[src/rtl/store_checker_table.sv]
`default_nettype none
// ============================================================================
// Module  : store_table
// Brief   : DEPTH-entry (address, data) register file, one write, one read port.
// Revision: 1.0
// ============================================================================
module store_table #(
    parameter int WIDTH = 32,
    parameter int DEPTH = 4,
    parameter int IDXW  = 2
) (
    input  wire logic             clk,
    input  wire logic             we_i,
    input  wire logic [IDXW-1:0]  idx_i,
    input  wire logic [WIDTH-1:0] addr_i,
    input  wire logic [WIDTH-1:0] data_i,
    input  wire logic [IDXW-1:0]  rd_idx_i,
    output logic      [WIDTH-1:0] rd_addr_o,
    output logic      [WIDTH-1:0] rd_data_o
);

    logic [WIDTH-1:0] addr_q [DEPTH];
    logic [WIDTH-1:0] data_q [DEPTH];

    // Contents survive reset so a run can be restarted without reprogramming.
    always_ff @(posedge clk) begin
        if (we_i && (int'(idx_i) < DEPTH)) begin
            addr_q[idx_i] <= addr_i;
            data_q[idx_i] <= data_i;
        end
    end

    assign rd_addr_o = addr_q[rd_idx_i];
    assign rd_data_o = data_q[rd_idx_i];

endmodule
`default_nettype wire

[config.mk]
export PLATFORM = sky130hd
export DESIGN_NAME = store_table
export DESIGN_NICKNAME = d
export VERILOG_FILES = /design/src/rtl/store_checker_table.sv
export SDC_FILE = /design/constraint.sdc
export NUM_CORES = 1
export LEC_CHECK = 0
export ABC_CLOCK_PERIOD_IN_PS = 9500
export CAP_MARGIN = 10
export CORE_AREA = 2 2 140 142
export CTS_CLUSTER_DIAMETER = 40
export DETAILED_ROUTE_END_ITERATION = 10
export DIE_AREA = 0 0 142 144
export DONT_BUFFER_PORTS = 1
export PLACE_DENSITY_LB_ADDON = 0.12
export SYNTH_ARGS = -nofsm -noshare
export SYNTH_HDL_FRONTEND = slang
export SYNTH_SLANG_ARGS = --single-unit
[constraint.sdc]
create_clock -name clk -period 9.5 [get_ports clk]
set_input_delay 1.9 -clock clk [delete_from_list [all_inputs] [get_ports clk]]
set_output_delay 1.9 -clock clk [all_outputs]
set_load 0.01 [all_outputs]
==> summary.txt, run 1 <==
Timing
  • Hold Violations, Final: 0
  • RSZ-0062 raised after global routing: no
  • Final period utilization: 46.73%
  • Final min period: 4.439 ns
  • Top achievable clock speed: 0.2253 GHz
  • Final setup violation count: 0
  • Setup tns final: 0 ns
  • Final Max Tran Viols: 0
  • Worst Max-Slew Pin Slew: 1.005 ns
  • Slew HR: approximately 33%

Setup path
  • Crit path max-delay family: multiplexers
  • Crit-path cells: mux4_1
  • CP endpoint kind: output port
  • Critical path type: primary input to output port
  • Buf/Inv on CP: 0
  • CP required: 7.60 ns
  • CP Data Arrival Time: between 2 and 3 ns
  • Critical Path Source Type: primary input
  • CP max FO: 64
  • Slowest-stage cell, CP: mux4_1
  • Slowest cell delay on critical path: 0.61 ns

Global route
  • First-pass GRT wire length: 22.73 mm
  • Grt total ovfl: 0
  • Antenna violations before repair: 0
  • Pin count of the biggest net entering global routing: 65
  • GRT Util Overall: 15.28%
  • Vias in the first global route: 3,982

Routing
  • Via count: 3,577
  • Remaining DRCs: 0
  • Vias per cell: 5.732
  • Routed wire length: 15.36 mm
  • DR iter-0 viols: 138
  • DR WL/cell: 24.61 um
  • DRT antenna net count: 0
  • TritonRoute pass-1 iters: 4

CTS
  • Setup Fix Bufs, Post-CTS: 0
  • Worst-path clk slew: about 0.060 ns
  • CTS Hold Buffers Added: 0
  • CTS tree: done
  • CTS Sinks: 256
  • TritonCTS buffer count: 34
  • Clk buf depth: 3
  • Depth of the CTS H-tree: 2
  • Root buffer cell: clkbuf_16
  • Cts repair resizes: 0

Pwr
  • Clock group share of total power: 47.6%
  • VDD IR max: 149.9 uV
  • Power Dens Cells: 251.2 nW/um^2
  • P_int: 2.188 mW
  • Switching pwr: 0.4922 mW
  • Switching share of power: 18.36%
  • Leakage dissipation: 3.374 nW
  • Sequential power share: 49.1%
  • Comb power frac: 3.3%

Floorplanning
  • Die X: between 100 and 150 um
  • Die area: 20,450 um^2
  • Initial core utilization: 48.96%
  • Die height: 144 um
  • # rows: about 50
  • I/O pin count: between 100 and 150
  • Core area: roughly 19,000 um^2

Worst hold path
  • Hold WC Path Type: primary input to register

Layout
  • Synth-to-layout area growth: 14.24%
  • Design area: 10,670 um^2
  • Layout cell share with drive strength beyond 1: 29.79%
  • Final core occ: 55.93%
  • Diode count: 0
  • Nets: 433

Logic synthesis
  • Area contributors post-synth: edfxtp_1 (82%), mux4_2 (14%), buf_12 (1.3%), mux4_1 (1.1%), buf_2 (0.32%)
  • Netlist cell types: 10
  • Gate count of the mapped netlist: 338
  • Mapped Nets: 408
  • Avg Cell Area, Syn: 27.64 um^2
  • Yosys reg bits: ~260
  • YS warnings: 0
  • Largest area contributor in the netlist: edfxtp_1
  • Sequential area share after synthesis: a little over 80%
  • Synth top area share: 82.29%
  • Synthesized area: 9341 um^2

Placed design
  • DP Wirelength: ~7.8 mm
  • Port Buffers: 0
  • Final weighted congestion in routability-driven placement: about 0.64
  • DP Area: 9513 um^2

Job
  • Max-Cap Viols: 0

Status
  • Status: complete, no violations
cell usage after synthesis:
library cell  number
mux4_1             4
buf_2              6
and3_1             1
edfxtp_1         256
clkbuf_2           1
nor3b_1            1
buf_12             6
mux4_2            60
and3b_1            2
buf_6              1
flip-flops by register name, indices dropped and copies added (netlist names):
signal  flops
data_q    128
addr_q    128
power groups by stage:
stage,logic (mW),clock network [mW],registers (mW)
4_1_cts,0.0920,1.30,1.32
3_3_place_gp,0.0922,0,1.34
6_report,0.0891,1.27,1.32
2_1_floorplan,0.0897,0,1.34
5_1_grt,0.0950,1.35,1.32
3_5_place_dp,0.0918,0,1.34
cell type report:
cell class              instances  area, um^2
clock buffers                  42       944.7
clock inverters                17       214.0
fillers                      1418        8408
multi-input cells              68        1505
flip-flops and latches        256        7687
well taps                     238       297.8
repair buffers                  3       22.52
metal layers:
layer | GRT usage (%) | routed length, um | up-vias
met2 | 25.38 | 7517 | 130
met1 | 17.12 | 5831 | 1880
met3 | 7.881 | 1673 | 29
met5 | 0 | 0 | -
met4 | 5.211 | 333 | 0
li1 | - | - | 1538
final timing paths:
check | start | end | cells after the start
hold / removal | addr_i[14] | addr_q[0][14] | 0
setup / recovery | rd_idx_i[0] | rd_addr_o[1] | 1
cells by family (layout without fill, tap and decap cells):
group	after synthesis	count (layout)	share of synthesized area (%)
buffers and inverters	14	62	1.781
flip-flops	256	256	82.29
multiplexers	64	64	15.59
AND/OR/NAND/NOR	4	4	0.3350
cells in the final DEF, fill, tap and decap left out:
master / netlist / final
nor3b_2: 0 / 1
edfxtp_1: 256 / 256
clkbuf_16: 0 / 37
bufinv_16: 0 / 5
clkinv_2: 0 / 3
and3b_4: 0 / 2
buf_4: 0 / 3
mux4_2: 60 / 60
and3_4: 0 / 1
clkbuf_1: 0 / 5
clkinv_1: 0 / 6
mux4_1: 4 / 4
inv_6: 0 / 3
stage by stage:
| stage | instances | setup WS (ns) | hold slack [ns] | total power [mW] |
|---|---|---|---|---|
| 2_1_floorplan | 338 | 2.319 | 1.999 | 1.426 |
| 3_3_place_gp | 565 | 5.080 | 1.999 | 1.428 |
| 3_5_place_dp | 565 | 5.072 | 1.999 | 1.431 |
| 4_1_cts | 624 | 5.072 | 1.475 | 2.712 |
| 5_1_grt | 624 | 5.051 | 1.472 | 2.763 |
| 6_report | 624 | 5.061 | 1.504 | 2.680 |
Power figures use the tool's default switching activity.
==> inputs of run 2 (changes only) <==
- ABC_AREA: default -> 1
- ABC_CLOCK_PERIOD_IN_PS: 9500 -> 4500
- CORE_AREA: 2 2 140 142 -> 2 2 150 152
- DIE_AREA: 0 0 142 144 -> 0 0 152 154
- clock period: 9.5 -> 4.5 ns (I/O delays scaled with it)
==> run 2 against run 1 <==
Effect of this change: sequential power increased by 110%; synthesized area increased by 15%; hold slack got worse by 1.0 ns; cell count increased by 110%; critical path depth increased by 4; critical path type unchanged; critical endpoint is now rd_addr_o[0]; count of clock-buffer cells in the layout increased by 2; non-clock buffer count increased by 4; via count increased by 73%; routed wire length increased by 34%; highest routed layer unchanged; setup slack got worse by 3.6 ns.
==> summary.txt, run 2 <==
CTS
  • Root buffer cell: clkbuf_16
  • Cts repair resizes: 0 (unchanged)
  • Depth of the CTS H-tree: 2 (unchanged)
  • Worst-path clk slew: 0.06 ns (about the same)
  • Setup Fix Bufs, Post-CTS: 0 (unchanged)
  • CTS Hold Buffers Added: 0 (unchanged)
  • TritonCTS buffer count: 35 (+2.9%)
  • CTS tree: done
  • Clk buf depth: 3 (unchanged)
  • CTS Sinks: 256 (unchanged)

Routing
  • DR iter-0 viols: 275 (+99%)
  • Via count: 6,172 (+73%)
  • DRT antenna net count: 0 (unchanged)
  • Routed wire length: 20.64 mm (+34%)
  • Vias per cell: 4.679 (-18%)
  • Remaining DRCs: 0 (unchanged)
  • DR WL/cell: 15.65 um (-36%)
  • TritonRoute pass-1 iters: 4 (unchanged)

Global route
  • Vias in the first global route: 6,281 (+58%)
  • GRT Util Overall: 18.16% (+2.9 points)
  • Pin count of the biggest net entering global routing: 130 (+100%)
  • Grt total ovfl: 0 (unchanged)
  • First-pass GRT wire length: 33.24 mm (+46%)
  • Antenna violations before repair: 0 (unchanged)

Timing
  • Setup tns final: 0 ns (unchanged)
  • Final min period: just over 3 ns
  • Final setup violation count: 0 (unchanged)
  • Top achievable clock speed: between 0.3 and 0.4 GHz
  • RSZ-0062 raised after global routing: no
  • Worst Max-Slew Pin Slew: 1.027 ns (+0.02181 ns)
  • Final period utilization: between 60% and 70%
  • Hold Violations, Final: 0 (unchanged)
  • Slew HR: 31.54% (-1.5 points)
  • Final Max Tran Viols: 0 (unchanged)

Floorplanning
  • # rows: 54 (+5.9%)
  • Die area: 23,410 um^2 (+14%)
  • Die X: 152 um (+7.0%)
  • I/O pin count: 134 (unchanged)
  • Core area: 21,690 um^2 (+14%)
  • Die height: 154 um (+6.9%)
  • Initial core utilization: 49.62% (+0.66 points)

Logic synthesis
  • Avg Cell Area, Syn: 10.66 um^2 (-61%)
  • Synthesized area: 10,760 um^2 (+15%)
  • Yosys reg bits: 256 (unchanged)
  • Netlist cell types: 10 (unchanged)
  • Largest area contributor in the netlist: edfxtp_1
  • Most frequent cell after synthesis: nand2_1
  • Gate count of the mapped netlist: 1,010 (+200%)
  • Synth top area share: 71.43% (-11 points)
  • Mapped Nets: 1,080 (+160%)
  • YS warnings: 0 (unchanged)
  • Area contributors post-synth: edfxtp_1 (71%), nand2_1 (11%), inv_1 (9.0%), nand3_1 (6.0%), buf_2 (0.98%)
  • Sequential area share after synthesis: 71.43% (-11 points)
  • Top_reg_cell synth: edfxtp_1
  • Post-synth top cells: nand2_1 (320), inv_1 (259), edfxtp_1 (256)
  • Asr flop ratio synth: 0% (unchanged)
  • Number of synthesized flops with an enable pin: 256 (unchanged)

Placed design
  • Final weighted congestion in routability-driven placement: 0.7161 (+13%)
  • DP Wirelength: 10.63 mm (+36%)
  • Port Buffers: 0 (unchanged)

Layout
  • Biggest regs: addr_q: 128 flops, data_q: 128 flops
  • Synth-to-layout area growth: 13.28%
  • Diode count: 0 (unchanged)
  • Commonest cells after routing, fill and taps aside: nand2_1 (320), inv_1 (259), edfxtp_1 (256)
  • Nets: 1,083 (+150%)
  • Fill cells: 1,850 (+30%)
  • Commonest non-fill, non-tap cell in the layout: nand2_1
  • Layout cell share with drive strength beyond 1: 6.256% (-24 points)

Setup path
  • CP required: 3.60 ns (-4.00 ns)
  • Critical Path Source Type: primary input
  • CP endpoint kind: output port
  • CP Data Arrival Time: 2.17 ns (-0.37 ns)
  • CP max FO: 129 (+100%)
  • Critical path type: primary input to output port

Pwr
  • Pwr Total: 5.769 mW (+120%)
  • Leakage dissipation: 5.444 nW (+61%)
  • VDD IR max: 282.6 uV (+89%)
  • Power Dens Cells: 473.2 nW/um^2 (+88%)

Worst hold path
  • Hold wc startpoint: addr_i[18]
  • Hold WC Path Type: primary input to register
  • Hold endpoint: addr_q[3][18]
  • Worst hold path depth: 0 (unchanged)

Status
  • Status: complete, no violations

Job
  • Max-Cap Viols: 0 (unchanged)
## run 2: changes by cell type after synthesis, sizes merged, moves of 3 or more
cell and delta:
nand2 +320, nor3 +4, inv +261, clkbuf +3
mux4 -64, nand3 +128, buf +24
## run 2: worst max path at each step
stage | depth (start not counted) | slack (ns) | from | end
global placement | 5 | 1.45 | rd_idx_i[0] | rd_data_o[21]
global route | 5 | 1.34 | rd_idx_i[0] | rd_data_o[4]
CTS | 5 | 1.43 | rd_idx_i[0] | rd_addr_o[0]
finish | 5 | 1.43 | rd_idx_i[0] | rd_addr_o[0]
floorplan | 2 | 0.56 | idx_i[1] | addr_q[3][0]
detailed placement | 5 | 1.43 | rd_idx_i[0] | rd_addr_o[0]
## run 2: area by class of cell
class	instances	area, um^2	area share [%]
flip-flops and latches	256	7687	63.06
multi-input cells	452	1907	15.64
repair buffers	7	90.09	0.7390
clock inverters	19	221.5	1.817
well taps	280	350.3	2.874
inverters	261	982.2	8.057
clock buffers	44	952.2	7.811
## run 2: through the flow
| step | instances | util, % | hold WS [ns] | setup slack (ns) | cell area (um^2) |
|---|---|---|---|---|---|
| floorplan | 1010 | - | 0.9989 | 0.5598 | 10780 |
| global placement | 1256 | 50.80 | 0.9990 | 1.452 | 11020 |
| detailed placement | 1256 | 50.80 | 0.9990 | 1.431 | 11020 |
| CTS | 1319 | 56.21 | 0.4651 | 1.427 | 12190 |
| global route | 1319 | 56.21 | 0.4643 | 1.337 | 12190 |
| finish | 1319 | 56.21 | 0.4887 | 1.429 | 12190 |
## run 2: critical path: stages
cell and delay (ns):
inv_4 0.51, buf_12 0.36, nand2_1 0.09, nand3_1 0.08, nand2_1 0.13
## run 2: per-layer routing
layer / vias to the layer above / global-route usage [%] / routed length, um / share of wire [%]
met5: - / 0 / 0 / 0
met4: 0 / 6.809 / 540 / 2.6
met3: 41 / 5.552 / 1496 / 7.2
met2: 136 / 31.19 / 10140 / 49
met1: 2830 / 21.64 / 8466 / 41
li1: 3165 / - / - / -
## run 2: cells by family after synthesis
family                 share of synthesized area, %
flip-flops                                    71.43
AND/OR/NAND/NOR                               17.30
buffers and inverters                         11.27
## run 2: report_power, final
part | internal [mW] | switching [mW]
Clock | 1.74 | 0.974
Combinational | 0.0784 | 0.201
Sequential | 2.76 | 0.0237
Total | 4.57 | 1.20
==> inputs of run 3 (changes only) <==
- ABC_CLOCK_PERIOD_IN_PS: 4500 -> 2900
- clock period: 4.5 -> 2.9 ns (I/O delays scaled with it)
==> run 3 against run 2 <==
Effect of this change: via count up 2.0%; critical endpoint is now rd_addr_o[21]; largest power group unchanged; largest cell class unchanged; utilization up 0.47 points; clock power up 55%; routed wire length up 0.68%; global-route usage about the same; die area unchanged; cell count up 0.53%; setup slack worse by 0.66 ns.
==> summary.txt, run 3 (same netlist as run 2, synthesis figures left out) <==
Floorplanning
  • Die area: 23,410 um^2 (unchanged)
  • I/O pin count: 134 (unchanged)
  • Die height: 154 um (unchanged)
  • Initial core utilization: 49.62% (unchanged)
  • Die X: 152 um (unchanged)
  • # rows: 54 (unchanged)
  • Core area: 21,690 um^2 (unchanged)

Setup path
  • Start point of the critical path: rd_idx_i[0]
  • Slowest-stage cell, CP: inv_4
  • Crit path max-delay family: buffers and inverters
  • CP Data Arrival Time: 1.55 ns (-0.62 ns)
  • CP max FO: 129 (unchanged)
  • CP required: 2.32 ns (-1.28 ns)
  • Critical path type: primary input to output port
  • Crit-path cells: inv_4 -> buf_4 -> nand2_1 -> nand3_1 -> nand2_1
  • Buf/Inv on CP: 2 (unchanged)
  • CP endpoint kind: output port
  • Critical Path Source Type: primary input
  • Slowest cell delay on critical path: 0.36 ns (-0.15 ns)
  • CP most frequent cell: nand2_1

CTS
  • CTS Sinks: 256 (unchanged)
  • CTS tree: done
  • Worst-path clk slew: 0.06 ns (about the same)
  • Root buffer cell: clkbuf_16
  • Clk buf depth: 3 (unchanged)
  • CTS Hold Buffers Added: 0 (unchanged)
  • Setup Fix Bufs, Post-CTS: 0 (unchanged)
  • Cts repair resizes: 0 (unchanged)
  • Depth of the CTS H-tree: 2 (unchanged)
  • TritonCTS buffer count: 35 (unchanged)

Timing
  • Final Max Tran Viols: 0 (unchanged)
  • Final setup violation count: 0 (unchanged)
  • Hold Violations, Final: 0 (unchanged)
  • Worst Max-Slew Pin Slew: 0.4955 ns (-0.5313 ns)
  • Final period utilization: ~73%
  • Top achievable clock speed: 0.4693 GHz
  • RSZ-0062 raised after global routing: no
  • Slew HR: 66.97% (+35 points)
  • Hold_ws: 0.1786 ns (-0.3100 ns)
  • Final min period: 2.131 ns

Global route
  • First-pass GRT wire length: 33.37 mm (+0.39%)
  • Antenna violations before repair: 0 (unchanged)
  • Vias in the first global route: 6,221 (-0.96%)
  • Grt total ovfl: 0 (unchanged)
  • Pin count of the biggest net entering global routing: 130 (unchanged)
  • GRT Util Overall: 18.20% (+0.044 points)

Pwr
  • Power Dens Cells: 729.6 nW/um^2 (+54%)
  • Leakage dissipation: 5.509 nW (+1.2%)
  • VDD IR max: 570.5 uV (+100%)

Routing
  • TritonRoute pass-1 iters: 4 (unchanged)
  • DR WL/cell: 15.67 um (+0.15%)
  • DR iter-0 viols: 327 (+19%)
  • Vias per cell: 4.747 (+1.5%)
  • DRT antenna net count: 0 (unchanged)
  • Via count: 6,295 (+2.0%)
  • Remaining DRCs: 0 (unchanged)
  • Routed wire length: 20.79 mm (+0.68%)

Worst hold path
  • Hold wc startpoint: addr_i[14]
  • Hold WC Path Type: primary input to register

Layout
  • Commonest non-fill, non-tap cell in the layout: nand2_1
  • Diode count: 0 (unchanged)
  • Fill cells: 1,814 (-1.9%)
  • Area used by multi-input combinational logic: 1907 um^2 (unchanged)
  • Final core occ: 56.68% (+0.47 points)
  • Synth-to-layout area growth: 14.23%
  • FF+latch area: 7687 um^2 (unchanged)
  • Commonest cells after routing, fill and taps aside: nand2_1 (320), inv_1 (259), edfxtp_1 (256)
  • Biggest regs: addr_q: 128 flops, data_q: 128 flops
  • Layout cell share with drive strength beyond 1: 6.883% (+0.63 points)
  • Nets: 1,090 (+0.65%)

Status
  • Status: complete, no violations

Job
  • Max-Cap Viols: 0 (unchanged)

Placed design
  • Port Buffers: 0 (unchanged)
  • DP Wirelength: 11.34 mm (+6.6%)
  • Final weighted congestion in routability-driven placement: 0.7350 (+2.6%)
## run 3: cell count changes in the layout (fill, tap and decap cells not counted), sizes merged
cell,before,now
inv,261,264
clkinv,10,13
buf,7,14
clkinvlp,5,2
clkbuf,44,41
## run 3: layout make-up
cell class	count	share of cell area, %
multi-input cells	452	15.51
repair buffers	14	1.567
well taps	280	2.850
clock inverters	22	1.893
clock buffers	41	7.654
inverters	261	7.990
flip-flops and latches	256	62.53
## run 3: path summary, 6_finish.rpt
path | slack (ns) | cells past startpoint | endpoint
setup / recovery | 0.77 | 5 | rd_addr_o[21]
hold / removal | 0.18 | 0 | addr_q[1][14]
## run 3: power breakdown
part	internal (mW)	switching, mW	total (mW)
Combinational	0.134	0.314	0.448
Sequential	4.27	0.0370	4.31
Clock	2.69	1.52	4.21
Total	7.10	1.87	8.97
## run 3: stage by stage
stage / TNS [ns] / std cells / area, um^2 / worst slack, ns / total power, mW
2_1_floorplan: -182.51 / 1010 / 10780 / -0.7202 / 4.764
3_3_place_gp: 0 / 1263 / 11120 / 0.7655 / 4.837
3_5_place_dp: 0 / 1263 / 11120 / 0.7538 / 4.845
4_1_cts: 0 / 1326 / 12290 / 0.7508 / 9.079
5_1_grt: 0 / 1326 / 12290 / 0.6296 / 9.305
6_report: 0 / 1326 / 12290 / 0.7690 / 8.969
## run 3: routing by layer
metal | vias to the layer above | track usage [%] | routed length (um)
met5 | - | 0 | 0
met4 | 0 | 6.320 | 598
met3 | 48 | 6.342 | 1581
met2 | 157 | 31.60 | 10220
met1 | 2911 | 21.08 | 8385
li1 | 3179 | - | -
